[src/rtl/scr1_ahb_arb2_if.sv]
// rtl/scr1_ahb_arb2_if.sv - AHB-Lite single-port signal bundle
interface scr1_ahb_arb2_if #(
  parameter int AHB_W = 32
);
  logic [1:0]       htrans;
  logic [AHB_W-1:0] haddr;
  logic             hwrite;
  logic [2:0]       hsize;
  logic [3:0]       hprot;
  logic [2:0]       hburst;
  logic             hmastlock;
  logic [AHB_W-1:0] hwdata;
  logic             hready;
  logic [AHB_W-1:0] hrdata;
  logic             hresp;

  modport master (
    output htrans, haddr, hwrite, hsize, hprot, hburst, hmastlock, hwdata,
    input  hready, hrdata, hresp
  );

  modport slave (
    input  htrans, haddr, hwrite, hsize, hprot, hwdata,
    output hready, hrdata, hresp
  );
endinterface

[src/rtl/scr1_ahb_arb2.sv]
// rtl/scr1_ahb_arb2.sv - two-master AHB-Lite arbiter with held and replayed address phases
module scr1_ahb_arb2 #(
  parameter int AHB_W      = 32,
  parameter bit FIXED_PRIO = 1'b0
) (
  input  logic             clk,
  input  logic             rst,
  scr1_ahb_arb2_if.slave   m0,
  scr1_ahb_arb2_if.slave   m1,
  scr1_ahb_arb2_if.master  s
);
  localparam logic [1:0] ST_IDLE       = 2'd0;
  localparam logic [1:0] ST_PEND       = 2'd1;
  localparam logic [1:0] ST_DATA       = 2'd2;
  localparam logic [1:0] HTRANS_IDLE   = 2'b00;
  localparam logic [1:0] HTRANS_NONSEQ = 2'b10;
  localparam logic [2:0] HBURST_SINGLE = 3'b000;

  logic [1:0]       req;
  logic [AHB_W-1:0] in_addr  [2];
  logic             in_write [2];
  logic [2:0]       in_size  [2];
  logic [3:0]       in_prot  [2];
  logic [AHB_W-1:0] in_wdata [2];

  assign req         = {m1.htrans[1], m0.htrans[1]};
  assign in_addr[0]  = m0.haddr;
  assign in_addr[1]  = m1.haddr;
  assign in_write[0] = m0.hwrite;
  assign in_write[1] = m1.hwrite;
  assign in_size[0]  = m0.hsize;
  assign in_size[1]  = m1.hsize;
  assign in_prot[0]  = m0.hprot;
  assign in_prot[1]  = m1.hprot;
  assign in_wdata[0] = m0.hwdata;
  assign in_wdata[1] = m1.hwdata;

  logic [1:0]       state  [2];
  logic [AHB_W-1:0] h_addr [2];
  logic             h_write[2];
  logic [2:0]       h_size [2];
  logic [3:0]       h_prot [2];

  logic [AHB_W-1:0] last_addr;
  logic             last_write;
  logic [2:0]       last_size;
  logic [3:0]       last_prot;

  logic [1:0] pend;
  logic [1:0] cap;
  logic       issue;
  logic       accept;
  logic       sel;
  logic       rr_next;
  logic       lock_vld;
  logic       lock_sel;
  logic       own_vld;
  logic       own_sel;

  assign pend   = {state[1] == ST_PEND, state[0] == ST_PEND};
  assign issue  = |pend;
  assign accept = issue & s.hready;

  always_comb begin
    cap = '0;
    for (int i = 0; i < 2; i++) begin
      cap[i] = req[i] & ((state[i] == ST_IDLE) | ((state[i] == ST_DATA) & s.hready));
    end
  end

  // A stalled issue keeps its master so the slave never sees the address change mid-wait.
  always_comb begin
    if (lock_vld) begin
      sel = lock_sel;
    end else if (&pend) begin
      sel = FIXED_PRIO ? 1'b0 : rr_next;
    end else begin
      sel = pend[1] & ~pend[0];
    end
  end

  always_ff @(posedge clk) begin
    if (rst) begin
      state[0]   <= ST_IDLE;
      state[1]   <= ST_IDLE;
      rr_next    <= 1'b0;
      lock_vld   <= 1'b0;
      lock_sel   <= 1'b0;
      own_vld    <= 1'b0;
      own_sel    <= 1'b0;
      last_addr  <= '0;
      last_write <= 1'b0;
      last_size  <= '0;
      last_prot  <= '0;
    end else begin
      for (int i = 0; i < 2; i++) begin
        case (state[i])
          ST_IDLE: if (cap[i]) state[i] <= ST_PEND;
          ST_PEND: if (accept && (sel == 1'(i))) state[i] <= ST_DATA;
          ST_DATA: if (s.hready) state[i] <= cap[i] ? ST_PEND : ST_IDLE;
          default: state[i] <= ST_IDLE;
        endcase
      end
      if (accept) begin
        rr_next <= ~sel;
      end
      lock_vld <= issue & ~s.hready;
      lock_sel <= sel;
      if (s.hready) begin
        own_vld <= issue;
        own_sel <= sel;
      end
      if (issue) begin
        last_addr  <= h_addr[sel];
        last_write <= h_write[sel];
        last_size  <= h_size[sel];
        last_prot  <= h_prot[sel];
      end
    end
  end

  always_ff @(posedge clk) begin
    for (int i = 0; i < 2; i++) begin
      if (cap[i]) begin
        h_addr[i]  <= in_addr[i];
        h_write[i] <= in_write[i];
        h_size[i]  <= in_size[i];
        h_prot[i]  <= in_prot[i];
      end
    end
  end

  assign s.htrans    = issue ? HTRANS_NONSEQ : HTRANS_IDLE;
  assign s.haddr     = issue ? h_addr[sel]  : last_addr;
  assign s.hwrite    = issue ? h_write[sel] : last_write;
  assign s.hsize     = issue ? h_size[sel]  : last_size;
  assign s.hprot     = issue ? h_prot[sel]  : last_prot;
  assign s.hburst    = HBURST_SINGLE;
  assign s.hmastlock = 1'b0;
  assign s.hwdata    = own_vld ? in_wdata[own_sel] : '0;

  assign m0.hready = (state[0] == ST_DATA) ? s.hready : (state[0] != ST_PEND);
  assign m1.hready = (state[1] == ST_DATA) ? s.hready : (state[1] != ST_PEND);
  assign m0.hresp  = (state[0] == ST_DATA) & s.hresp;
  assign m1.hresp  = (state[1] == ST_DATA) & s.hresp;
  assign m0.hrdata = s.hrdata;
  assign m1.hrdata = s.hrdata;
endmodule

[src/flat_wrapper.sv]
// flat-port wrapper written by rule: the top's interface ports become plain ports
module scr1_ahb_arb2_flat 
#(
  parameter int AHB_W      = 32,
  parameter bit FIXED_PRIO = 1'b0
)
  (clk, rst, m0_htrans, m0_haddr, m0_hwrite, m0_hsize, m0_hprot, m0_hwdata, m0_hready, m0_hrdata, m0_hresp, m1_htrans, m1_haddr, m1_hwrite, m1_hsize, m1_hprot, m1_hwdata, m1_hready, m1_hrdata, m1_hresp, s_htrans, s_haddr, s_hwrite, s_hsize, s_hprot, s_hburst, s_hmastlock, s_hwdata, s_hready, s_hrdata, s_hresp);
  scr1_ahb_arb2_if #(.AHB_W(AHB_W)) m0_i ();
  scr1_ahb_arb2_if #(.AHB_W(AHB_W)) m1_i ();
  scr1_ahb_arb2_if #(.AHB_W(AHB_W)) s_i ();
  input  logic clk;
  input  logic rst;
  input wire logic [$bits(m0_i.htrans)-1:0] m0_htrans;
  input wire logic [$bits(m0_i.haddr)-1:0] m0_haddr;
  input wire logic [$bits(m0_i.hwrite)-1:0] m0_hwrite;
  input wire logic [$bits(m0_i.hsize)-1:0] m0_hsize;
  input wire logic [$bits(m0_i.hprot)-1:0] m0_hprot;
  input wire logic [$bits(m0_i.hwdata)-1:0] m0_hwdata;
  output wire logic [$bits(m0_i.hready)-1:0] m0_hready;
  output wire logic [$bits(m0_i.hrdata)-1:0] m0_hrdata;
  output wire logic [$bits(m0_i.hresp)-1:0] m0_hresp;
  input wire logic [$bits(m1_i.htrans)-1:0] m1_htrans;
  input wire logic [$bits(m1_i.haddr)-1:0] m1_haddr;
  input wire logic [$bits(m1_i.hwrite)-1:0] m1_hwrite;
  input wire logic [$bits(m1_i.hsize)-1:0] m1_hsize;
  input wire logic [$bits(m1_i.hprot)-1:0] m1_hprot;
  input wire logic [$bits(m1_i.hwdata)-1:0] m1_hwdata;
  output wire logic [$bits(m1_i.hready)-1:0] m1_hready;
  output wire logic [$bits(m1_i.hrdata)-1:0] m1_hrdata;
  output wire logic [$bits(m1_i.hresp)-1:0] m1_hresp;
  output wire logic [$bits(s_i.htrans)-1:0] s_htrans;
  output wire logic [$bits(s_i.haddr)-1:0] s_haddr;
  output wire logic [$bits(s_i.hwrite)-1:0] s_hwrite;
  output wire logic [$bits(s_i.hsize)-1:0] s_hsize;
  output wire logic [$bits(s_i.hprot)-1:0] s_hprot;
  output wire logic [$bits(s_i.hburst)-1:0] s_hburst;
  output wire logic [$bits(s_i.hmastlock)-1:0] s_hmastlock;
  output wire logic [$bits(s_i.hwdata)-1:0] s_hwdata;
  input wire logic [$bits(s_i.hready)-1:0] s_hready;
  input wire logic [$bits(s_i.hrdata)-1:0] s_hrdata;
  input wire logic [$bits(s_i.hresp)-1:0] s_hresp;
  assign m0_i.htrans = m0_htrans;
  assign m0_i.haddr = m0_haddr;
  assign m0_i.hwrite = m0_hwrite;
  assign m0_i.hsize = m0_hsize;
  assign m0_i.hprot = m0_hprot;
  assign m0_i.hwdata = m0_hwdata;
  assign m0_hready = m0_i.hready;
  assign m0_hrdata = m0_i.hrdata;
  assign m0_hresp = m0_i.hresp;
  assign m1_i.htrans = m1_htrans;
  assign m1_i.haddr = m1_haddr;
  assign m1_i.hwrite = m1_hwrite;
  assign m1_i.hsize = m1_hsize;
  assign m1_i.hprot = m1_hprot;
  assign m1_i.hwdata = m1_hwdata;
  assign m1_hready = m1_i.hready;
  assign m1_hrdata = m1_i.hrdata;
  assign m1_hresp = m1_i.hresp;
  assign s_htrans = s_i.htrans;
  assign s_haddr = s_i.haddr;
  assign s_hwrite = s_i.hwrite;
  assign s_hsize = s_i.hsize;
  assign s_hprot = s_i.hprot;
  assign s_hburst = s_i.hburst;
  assign s_hmastlock = s_i.hmastlock;
  assign s_hwdata = s_i.hwdata;
  assign s_i.hready = s_hready;
  assign s_i.hrdata = s_hrdata;
  assign s_i.hresp = s_hresp;
  scr1_ahb_arb2 #(.AHB_W(AHB_W), .FIXED_PRIO(FIXED_PRIO)) u_core (.clk(clk), .rst(rst), .m0(m0_i), .m1(m1_i), .s(s_i));
endmodule
[config.mk]
export PLATFORM = sky130hd
export DESIGN_NAME = scr1_ahb_arb2_flat
export DESIGN_NICKNAME = d
export VERILOG_FILES = /design/src/rtl/scr1_ahb_arb2_if.sv /design/src/rtl/scr1_ahb_arb2.sv /design/src/flat_wrapper.sv
export SDC_FILE = /design/constraint.sdc
export NUM_CORES = 1
export LEC_CHECK = 0
export ABC_AREA = 1
export ABC_CLOCK_PERIOD_IN_PS = 8500
export BUFFER_PORTS_ARGS = -buffer_cell sky130_fd_sc_hd__buf_4
export CAP_MARGIN = 20
export CELL_PAD_IN_SITES_DETAIL_PLACEMENT = 0
export CELL_PAD_IN_SITES_GLOBAL_PLACEMENT = 1
export CORE_UTILIZATION = 36
export CTS_BUF_LIST = sky130_fd_sc_hd__clkbuf_4 sky130_fd_sc_hd__clkbuf_8 sky130_fd_sc_hd__clkbuf_16
export DETAILED_ROUTE_END_ITERATION = 8
export HOLD_SLACK_MARGIN = 0.08
export PLACE_DENSITY_LB_ADDON = 0.1
export SKIP_LAST_GASP = 1
export SYNTH_ARGS = -nofsm -noshare
export SYNTH_HDL_FRONTEND = slang
export SYNTH_SLANG_ARGS = --single-unit
[constraint.sdc]
create_clock -name clk -period 8.5 [get_ports clk]
set_clock_uncertainty 0.2 [all_clocks]
set_input_delay 1.7 -clock clk [delete_from_list [all_inputs] [get_ports clk]]
set_output_delay 1.7 -clock clk [all_outputs]
set_load 0.03 [all_outputs]
==> flow_metrics.py <==
metrics = {
    "power_and_ir_drop": {
        "clockPowerShare_pct": 28.4,
        "power.share.switching_pct": 39.2,
        "p_sw_uw": 1020,
        "pwr-share-seq_pct": 32.2,
        "intPower_uw": 1580,
        "p_per_area_mw_per_mm2": 316,
        "p_comb_share_pct": 39.4,
        "peakVddDrop_mv": 0.173,
        "power_leakage_uw": 0.00369,
    },
    "worst_setup_path": {
        "start_kind": "register",
        "crit_type": "register to primary output",
        "path_max_fanout": 33,
        "critPathCaptureType": "primary output",
        "worst_ep_required_time_ns": 6.60,
        "cp.arrival_ns": 2.87,
    },
    "sta": {
        "slew_viol_final": 0,
        "fin_setup_tns_ns": 0,
        "max_freq_mhz": 210,
        "slew-limit-headroom_pct": 31.4,
        "tightest_slew_ns": 1.03,
        "setup_viol_count_final": 0,
        "hold-worst-slack_ns": 0.278,
        "timing.final.hold_violations": 0,
        "min_period_ns": 4.77,
        "period_share_pct": 56.1,
        "rsz0062_at_grt": "no",
    },
    "synth": {
        "yosysTopAreaCell": "edfxtp_1",
        "syn_inst": 633,
        "seq_area_frac_synth_pct": 54.2,
        "synth.cell_area_mm2": 0.00632,
        "synth_warnings": 0,
        "yosysTopAreaCellShare_pct": 39.9,
        "ys_ff_latch": 129,
        "synth.avg_cell_area_um2": 9.98,
        "netlist_top_cells_area": "edfxtp_1 (40%), dfxtp_1 (14%), buf_4 (8.3%), o211ai_2 (7.9%), nand2_1 (7.9%)",
        "synth_cell_types": 26,
    },
    "min_path": {
        "hold_class": "register to register",
    },
    "floorplanning": {
        "core_mm2": 0.0172,
        "die_x_um": 134,
        "start_util_pct": 36.7,
        "num_io_pins": 330,
        "die_area_mm2": 0.0181,
        "die_y_um": 134,
        "fp-row-count": 48,
    },
    "finish": {
        "final_core_util_pct": 47.9,
        "final_cell_mix": "buf_4 (230), nand2_1 (133), edfxtp_1 (84)",
        "nets": 970,
        "fin_area_mm2": 0.00825,
        "final_common_cell": "buf_4",
        "drive_gt1_share_pct": 44.4,
        "fin_cells": 1024,
        "area_growth_pct": 30.6,
        "diodes": 0,
    },
    "clocking": {
        "cts_tree": "yes",
        "ctsResizeCount": 0,
        "cts.sinks": 129,
        "postCtsSetupBuffers": 0,
        "htreeDepth": 4,
        "clk_path_buf_depth": 2,
        "clk_latency_ns": 0.41,
        "holdBufCountCts": 0,
        "path_clk_slew_ns": 0.06,
        "cts_inserted_buffers": 17,
        "clock-root-buffer": "clkbuf_16",
    },
    "global_routing": {
        "grtUsageMet1_pct": 22.4,
        "use_met2_pct": 30.8,
        "grt_pass1_vias": 4757,
        "grt_pass1_wl_um": 25900,
        "grt_max_degree": 83,
        "top_usage_layer": "met2",
        "use_met3_pct": 9.98,
        "grtUsageTotal_pct": 19.3,
        "antenna_found_initial": 0,
        "grt_overflow": 0,
    },
    "placed_design": {
        "dp_cells": 992,
        "hpwl_um": 12000,
        "place_area_mm2": 0.00765,
        "place_congestion": 0.839,
        "port_buffers": 226,
    },
    "drt": {
        "drt-vias-per-instance": 4.70,
        "vias": 4812,
        "drt_iter0_drc": 195,
        "dr.pass1.iters": 4,
        "finalWirelength_um": 17700,
        "ant_nets": 0,
        "wl_per_cell_um": 17.3,
        "drc": 0,
    },
    "flow_run": {
        "maxCapViolations": 0,
    },
    "status": {
        "outcome": "finished, final reports clean",
    },
}
## path summary, 6_finish.rpt
kind,from,to,slack (ns),cells past startpoint
max,u_core.own_sel,s_hwdata[15],3.73,4
min,u_core.last_addr[16],u_core.last_addr[16],0.28,2
max reg2reg,u_core.state[0][1],u_core.state[0][0],5.97,9
min reg2reg,u_core.last_addr[16],u_core.last_addr[16],0.28,2
## critical path, cell delays in order, from the launching register on
cell and delay (ns):
dfxtp_1 0.97, inv_1 0.76, nor2_1 0.43, nor2_1 0.10, buf_4 0.18
## flip-flops by register name, summed over array words and instances, names as in the netlist
name	count
u_core.lock_vld	1
u_core.h_addr	64
u_core.state	4
u_core.h_write	2
u_core.lock_sel	1
u_core.last_size	3
u_core.own_sel	1
u_core.rr_next	1
u_core.last_write	1
u_core.h_size	6
u_core.h_prot	8
u_core.last_prot	4
u_core.last_addr	32
u_core.own_vld	1
## stage by stage
step / total power, uW / worst slack [ns]
floorplan: 1600 / 4.22
global placement: 1870 / 4.04
detailed placement: 1890 / 4.05
CTS: 2640 / 3.77
global route: 2740 / 3.54
finish: 2600 / 3.73
## power by group through the flow
stage	clock, uW	sequential (uW)	combinational (uW)
2_1_floorplan	0	838	765
3_3_place_gp	0	846	1030
3_5_place_dp	0	851	1040
4_1_cts	761	838	1040
5_1_grt	790	848	1100
6_report	740	838	1020
## metal layers
layer / vias to the layer above / part of all wire [%]
met4: 0 / 1.5
met1: 2219 / 40
met5: - / 0
li1: 2331 / -
met3: 22 / 11
met2: 240 / 47
## cells in the mapped netlist
library cell and instances:
nand2_1 133, edfxtp_1 84, nor2_1 73, buf_4 70, inv_1 52, dfxtp_1 45, o211ai_2 40, a21oi_2 38
o21ai_0 37, clkbuf_1 10, buf_2 9, buf_6 8, a21oi_1 6, inv_2 5, nor3_1 5, nand2_2 4
buf_1 3, nand4_1 3, a22oi_1 1, a31oi_1 1, conb_1 1, nand2_4 1, nand2_8 1, nand3b_1 1
nand4_2 1, nor2_4 1
## layout make-up
cell class	instances	area, um^2
Sequential cell	129	3420
Clock buffer	18	433
Inverter	57	214
Tap cell	225	282
Fill cell	1610	8990
Timing Repair Buffer	230	1730
Clock inverter	14	170
Multi-Input combinational cell	351	2000
## kinds of logic after synthesis
kind of cell,synth area share (%)
AND/OR/NAND/NOR,14.3
buffers and inverters,14.6
flip-flops,54.2
AO/OA/AOI/OAI,16.8
other,0.0594
Power figures use the tool's default switching activity.
